<file path="src/rtl/interconnect_pkg.sv">
// Shared types for interconnect merge points: channel index and lock-FSM states.
package interconnect_pkg;

    localparam int unsigned CHANNEL_IDX_W = 2;

    // Channel index for the default 4-channel fabric configuration.
    typedef logic [CHANNEL_IDX_W-1:0] channel_idx_t;

    typedef enum logic {
        ARB_OPEN   = 1'b0,
        ARB_LOCKED = 1'b1
    } arb_state_e;

endpackage

</file>
<file path="src/rtl/Multiplexer.sv">
// Plain select-driven N-to-1 multiplexer; N = 2**NUM_OF_CONTROL_SIGNALS.
module Multiplexer #(
    parameter int unsigned NUM_OF_CONTROL_SIGNALS = 1,
    parameter int unsigned WIDTH                  = 1
) (
    input  logic [NUM_OF_CONTROL_SIGNALS-1:0] sel,
    input  logic [WIDTH-1:0]                  in_data [(2**NUM_OF_CONTROL_SIGNALS)-1:0],
    output logic [WIDTH-1:0]                  out_data
);

    assign out_data = in_data[sel];

endmodule

</file>
<file path="src/rtl/round_robin_arbiter.sv">
// Combinational round-robin arbiter: first masked request at or above priority_ptr, wrapping.
module round_robin_arbiter #(
    parameter int unsigned IDX_W = 1
) (
    input  logic [(2**IDX_W)-1:0] req,
    input  logic [IDX_W-1:0]      priority_ptr,
    input  logic [(2**IDX_W)-1:0] mask,
    output logic [IDX_W-1:0]      grant,
    output logic                  any_valid
);

    localparam int unsigned N = 2**IDX_W;

    logic [IDX_W-1:0] idx;

    always_comb begin
        grant     = '0;
        any_valid = 1'b0;
        idx       = '0;
        // Index arithmetic wraps naturally because N is a power of two.
        for (int unsigned i = 0; i < N; i++) begin
            idx = priority_ptr + IDX_W'(i);
            if (!any_valid && req[idx] && mask[idx]) begin
                grant     = idx;
                any_valid = 1'b1;
            end
        end
    end

endmodule

</file>
<file path="src/rtl/arbitrated_multiplexer.sv">
// Registered round-robin N-to-1 multiplexer with valid/ready on every port and optional packet lock.
module arbitrated_multiplexer
    import interconnect_pkg::*;
#(
    parameter int unsigned NUM_OF_CONTROL_SIGNALS = 1,
    parameter int unsigned WIDTH                  = 1,
    parameter bit          PACKET_LOCK            = 1'b1
) (
    input  logic                                  clk,
    input  logic                                  reset_n,
    input  logic [(2**NUM_OF_CONTROL_SIGNALS)-1:0] in_valid,
    input  logic [(2**NUM_OF_CONTROL_SIGNALS)-1:0] in_last,
    input  logic [WIDTH-1:0]                      in_data [(2**NUM_OF_CONTROL_SIGNALS)-1:0],
    output logic [(2**NUM_OF_CONTROL_SIGNALS)-1:0] in_ready,
    output logic                                  out_valid,
    output logic                                  out_last,
    output logic [WIDTH-1:0]                      out_data,
    output logic [NUM_OF_CONTROL_SIGNALS-1:0]     out_channel,
    input  logic                                  out_ready
);

    localparam int unsigned CW = NUM_OF_CONTROL_SIGNALS;
    localparam int unsigned N  = 2**NUM_OF_CONTROL_SIGNALS;

    arb_state_e     state_q, state_d;
    logic [CW-1:0]  locked_ch_q, locked_ch_d;
    logic [CW-1:0]  ptr_q, ptr_d;
    logic           out_valid_q, out_valid_d;
    logic           out_last_q, out_last_d;
    logic [WIDTH-1:0] out_data_q, out_data_d;
    logic [CW-1:0]  out_channel_q, out_channel_d;

    logic           load_c;
    logic           accept_c;
    logic           any_valid_c;
    logic [CW-1:0]  grant_c;
    logic [N-1:0]   mask_c;
    logic [WIDTH-1:0] mux_data_c;

    assign load_c = !out_valid_q || out_ready;
    // While locked only the owning channel is eligible, even if it is idle.
    assign mask_c = (state_q == ARB_LOCKED) ? (N'(1) << locked_ch_q) : '1;

    round_robin_arbiter #(
        .IDX_W (CW)
    ) u_arbiter (
        .req          (in_valid),
        .priority_ptr (ptr_q),
        .mask         (mask_c),
        .grant        (grant_c),
        .any_valid    (any_valid_c)
    );

    Multiplexer #(
        .NUM_OF_CONTROL_SIGNALS (CW),
        .WIDTH                  (WIDTH)
    ) u_mux (
        .sel      (grant_c),
        .in_data  (in_data),
        .out_data (mux_data_c)
    );

    assign accept_c = reset_n && load_c && any_valid_c;
    assign in_ready = accept_c ? (N'(1) << grant_c) : '0;

    // Next-state: output register, pointer and lock FSM.
    always_comb begin
        state_d       = state_q;
        locked_ch_d   = locked_ch_q;
        ptr_d         = ptr_q;
        out_valid_d   = out_valid_q;
        out_last_d    = out_last_q;
        out_data_d    = out_data_q;
        out_channel_d = out_channel_q;

        if (accept_c) begin
            out_valid_d   = 1'b1;
            out_last_d    = in_last[grant_c];
            out_data_d    = mux_data_c;
            out_channel_d = grant_c;
            if (PACKET_LOCK) begin
                // Pointer moves only when a packet closes, never mid-packet.
                case (state_q)
                    ARB_OPEN: begin
                        if (!in_last[grant_c]) begin
                            state_d     = ARB_LOCKED;
                            locked_ch_d = grant_c;
                        end else begin
                            ptr_d = grant_c + CW'(1);
                        end
                    end
                    ARB_LOCKED: begin
                        if (in_last[grant_c]) begin
                            state_d = ARB_OPEN;
                            ptr_d   = grant_c + CW'(1);
                        end
                    end
                    default: state_d = ARB_OPEN;
                endcase
            end else begin
                ptr_d = grant_c + CW'(1);
            end
        end else if (load_c) begin
            out_valid_d = 1'b0;
        end
    end

    always_ff @(posedge clk or negedge reset_n) begin
        if (!reset_n) begin
            state_q       <= ARB_OPEN;
            locked_ch_q   <= '0;
            ptr_q         <= '0;
            out_valid_q   <= 1'b0;
            out_last_q    <= 1'b0;
            out_data_q    <= '0;
            out_channel_q <= '0;
        end else begin
            state_q       <= state_d;
            locked_ch_q   <= locked_ch_d;
            ptr_q         <= ptr_d;
            out_valid_q   <= out_valid_d;
            out_last_q    <= out_last_d;
            out_data_q    <= out_data_d;
            out_channel_q <= out_channel_d;
        end
    end

    assign out_valid   = out_valid_q;
    assign out_last    = out_last_q;
    assign out_data    = out_data_q;
    assign out_channel = out_channel_q;

endmodule

</file>
<file path="config.mk">
export PLATFORM = sky130hd
export DESIGN_NAME = arbitrated_multiplexer
export DESIGN_NICKNAME = d
export VERILOG_FILES = /design/src/rtl/interconnect_pkg.sv /design/src/rtl/Multiplexer.sv /design/src/rtl/round_robin_arbiter.sv /design/src/rtl/arbitrated_multiplexer.sv
export SDC_FILE = /design/constraint.sdc
export NUM_CORES = 1
export LEC_CHECK = 0
export BUFFER_PORTS_ARGS = -buffer_cell sky130_fd_sc_hd__buf_2
export CAP_MARGIN = 15
export CORE_AREA = 2 2 39 41
export DETAILED_ROUTE_END_ITERATION = 8
export DIE_AREA = 0 0 41 43
export PLACE_DENSITY = 0.55
export SLEW_MARGIN = 10
export SYNTH_ARGS = -nofsm -noshare
export SYNTH_HDL_FRONTEND = slang
export SYNTH_SLANG_ARGS = --single-unit
</file>
<file path="constraint.sdc">
create_clock -name clk -period 1.96 [get_ports clk]
set_input_delay 0.294 -clock clk [delete_from_list [all_inputs] [get_ports clk]]
set_output_delay 0.294 -clock clk [all_outputs]
set_load 0.02 [all_outputs]
</file>
==> results by group <==
Detailed routing
  • Drc violations: 0
  • Via count: 331
  • Drt total wl: 807 µm
  • Post-DRT Antenna Nets: 0
  • DR vias/cell: 4.66
  • First-pass DRT Iterations: 1
  • Starting DRC count in detailed routing: 0
  • Routed len/inst: ~11 µm

Pwr
  • Worst VDD drop: approximately 0.60 mV
  • Pint: between 0.4 and 0.5 mW
  • Psw: 0.256 mW
  • Comb pwr share: between 40% and 50%
  • Reg power frac: between 30% and 40%
  • Lkg Pwr: between 0.2 and 0.3 nW
  • Net Sw Frac: slightly below 40%
  • Total Power: approximately 0.67 mW
  • Power density over cell area: 1230 mW/mm²
  • Clock Power Share: between 20% and 30%

Floorplan
  • Chip height: 43 µm
  • Die Width: 41 µm
  • Core Rows: 14
  • I/O pin count: 15
  • Die area: 0.00176 mm²
  • Placeable Area: 0.00138 mm²
  • Initial Util: between 20% and 30%

Global route
  • Met1 track demand over resource: approximately 15%
  • GR Layer Usage met2: between 10% and 20%
  • Largest net degree at the start of global routing: 9
  • Total gr overflow: 0
  • First-pass GRT wire length: 1370 µm
  • Most Crowded Layer GR: met2
  • GRT Util Overall: 11.9%
  • Initial antenna violation count: 0
  • Vias in the first global route: 324
  • Grt met3 use: ~6.3%

Yosys
  • Post-Synth XOR/XNOR Area: 0%
  • Mux cell area share after synthesis: 11.5%
  • Ranking of synthesized cells by area: dfrtp_1 45%, mux2i_1 7.7%, o311ai_4 6.7%
  • YS warnings: 0
  • Yosys reg bits: 7
  • Library cells used by synthesis: 19
  • Largest family of logic cells by synthesized area: compound AO/OA/AOI/OAI gates
  • Post-synth top area share: 44.9%
  • Adder-Cell Fraction of Synth Area: 0%
  • Simple-gate area share of the yosys netlist: 13.5%
  • Synthesized netlist cell count: 34
  • Area leader, netlist: dfrtp_1
  • Post-synthesis compound-gate area fraction: 28.2%
  • Register area share after synthesis: 44.9%
  • Total nets after synthesis: 43
  • Cell Area, Synth: 390 µm²
  • Syn Area/Cell: 11.5 µm²

STA
  • Relative slew slack: approximately three quarters
  • Final setup viols: 0
  • Clock skew: 0.00617 ns
  • Final hold violation count: 0
  • Final setup margin: 0.0835 ns
  • Slew @ Worst Pin: 0.385 ns
  • Final setup TNS: 0 ns
  • Final cycle utilization of the critical path: between 90% and 100%
  • Unrepaired setup endpoints after global routing: false
  • Pins over their slew limit: 0
  • Fin crit period: 1.88 ns
  • FMAX: 0.533 GHz

Layout
  • Area Overhead vs Synth: 38.5%
  • Final-stage net count: 65
  • Fillers: around 150
  • Final non-filler cell total: 71
  • Share of layout cells above drive strength 1: 47.3%
  • Antenna Cells: 0

Worst setup path
  • Worst Setup Path Type: flop to output port
  • Crit path required time: roughly 1.7 ns
  • CP Launch Type: flop
  • Worst setup EP type: output port
  • R2r setup slk: 0.45 ns
  • Critical path arrival: 1.58 ns
  • Crit path max fanout: 7

Clock tree
  • CTS root buf: clkbuf_4
  • TritonCTS clock tree: built
  • Clock Sinks: 7
  • CTS Buf Count: 3
  • Clk slew on worst S/H paths: 0.06 ns
  • Clk_lat worst skew: ~0.25 ns
  • # H-tree levels: 1
  • Max Buffers Root-to-Sink: 2

Place
  • Placement Setup Slack: 0.347 ns
  • Routability cong.: between 0.7 and 0.8
  • Port-buffer cells: 14
  • DP Cell Count: 66

Status
  • Status: complete, no violations

Worst hold path
  • HP Class: input pin to flop

Run
  • Max-Cap Viols: 0
-- timing repair --
| action | 4_1_cts | 5_1_grt |
|---|---|---|
| setup buffers | 0 | 0 |
| setup endpoints to repair | 0 | 2 |
| hold buffers | 1 | 0 |
| resized for setup | 0 | 3 |
| hold endpoints to repair | 7 | 0 |
-- per-layer routing --
metal	up-vias	wire [µm]
met4	0	0
met1	156	353
met5	-	0
met3	0	41
li1	166	-
met2	9	412
-- synth_stat cells, drive strengths merged --
master,number
o21ai,1
nand2b,1
o21ba,1
or2,1
mux2,1
mux2i,3
nor2,3
nor2b,1
and2b,1
a21boi,1
inv,2
o21bai,1
and2,1
nor4,1
o311ai,1
a21oi,5
a211oi,1
o41ai,1
dfrtp,7
-- stage by stage --
step / util [%] / hold slack (ns) / area, µm²
CTS: 38.4 / 0.349 / 532
floorplan: - / -0.00159 / 390
detailed placement: 35.8 / 0.217 / 495
global placement: 35.8 / 0.217 / 495
finish: 39.1 / 0.350 / 541
global route: 39.1 / 0.391 / 541
-- cells in the final DEF, fill, tap and decap left out, types with 2 or more instances in the layout --
cell type  Yosys  final
buf_2          0     12
inv_1          2      2
a21oi_1        5      5
dfrtp_1        7      7
clkbuf_4       0      3
nor2_1         3      3
buf_4          0      4
mux2i_1        3      3
-- flip-flops by register name, indices dropped and copies added (netlist names) --
register / count
ptr_q: 1
out_last: 1
out_data: 1
out_valid: 1
locked_ch_q: 1
out_channel: 1
state_q: 1
-- path summary, 6_finish.rpt --
kind	startpoint	to	cells past startpoint
min in group asynchronous	reset_n	out_channel$_DFFE_PN0P_	3
worst min register to register	out_channel$_DFFE_PN0P_	out_channel$_DFFE_PN0P_	2
worst max-delay path	state_q$_DFFE_PN0P_	in_ready[1]	3
max in group asynchronous	reset_n	ptr_q$_DFFE_PN0P_	3
worst min-delay path	in_data[1]	out_data$_DFFE_PN0P_	3
worst max register to register	locked_ch_q$_DFFE_PN0P_	state_q$_DFFE_PN0P_	4
-- cell families (layout without fill, tap and decap cells) --
logic type	count (synthesis)	after routing
AO/OA/AOI/OAI	12	12
buffers and inverters	2	23
flip-flops	7	7
multiplexers	4	4
AND/OR/NAND/NOR	9	9
-- worst max-delay path, stage by stage, from the launching register on --
cell and delay, ns:
dfrtp_1 0.49, o311ai_4 0.42, and2b_2 0.27, buf_4 0.15
-- layout make-up --
type	instances	area, µm²	area share [%]
multi-input cells	25	211	39.1
inverters	2	7.51	1.39
clock buffers	4	26.3	4.86
repair buffers	17	100	18.5
well taps	16	20.0	3.70
flip-flops and latches	7	175	32.4
-- power by group through the flow --
stage	logic [mW]	clock network, mW	registers, mW
final	0.275	0.133	0.257
after global routing	0.306	0.148	0.266
after floorplan	0.152	0	0.295
after CTS	0.275	0.141	0.257
after global placement	0.271	0	0.256
after detailed placement	0.272	0	0.261
No activity file was read; power rests on OpenSTA's default activity.
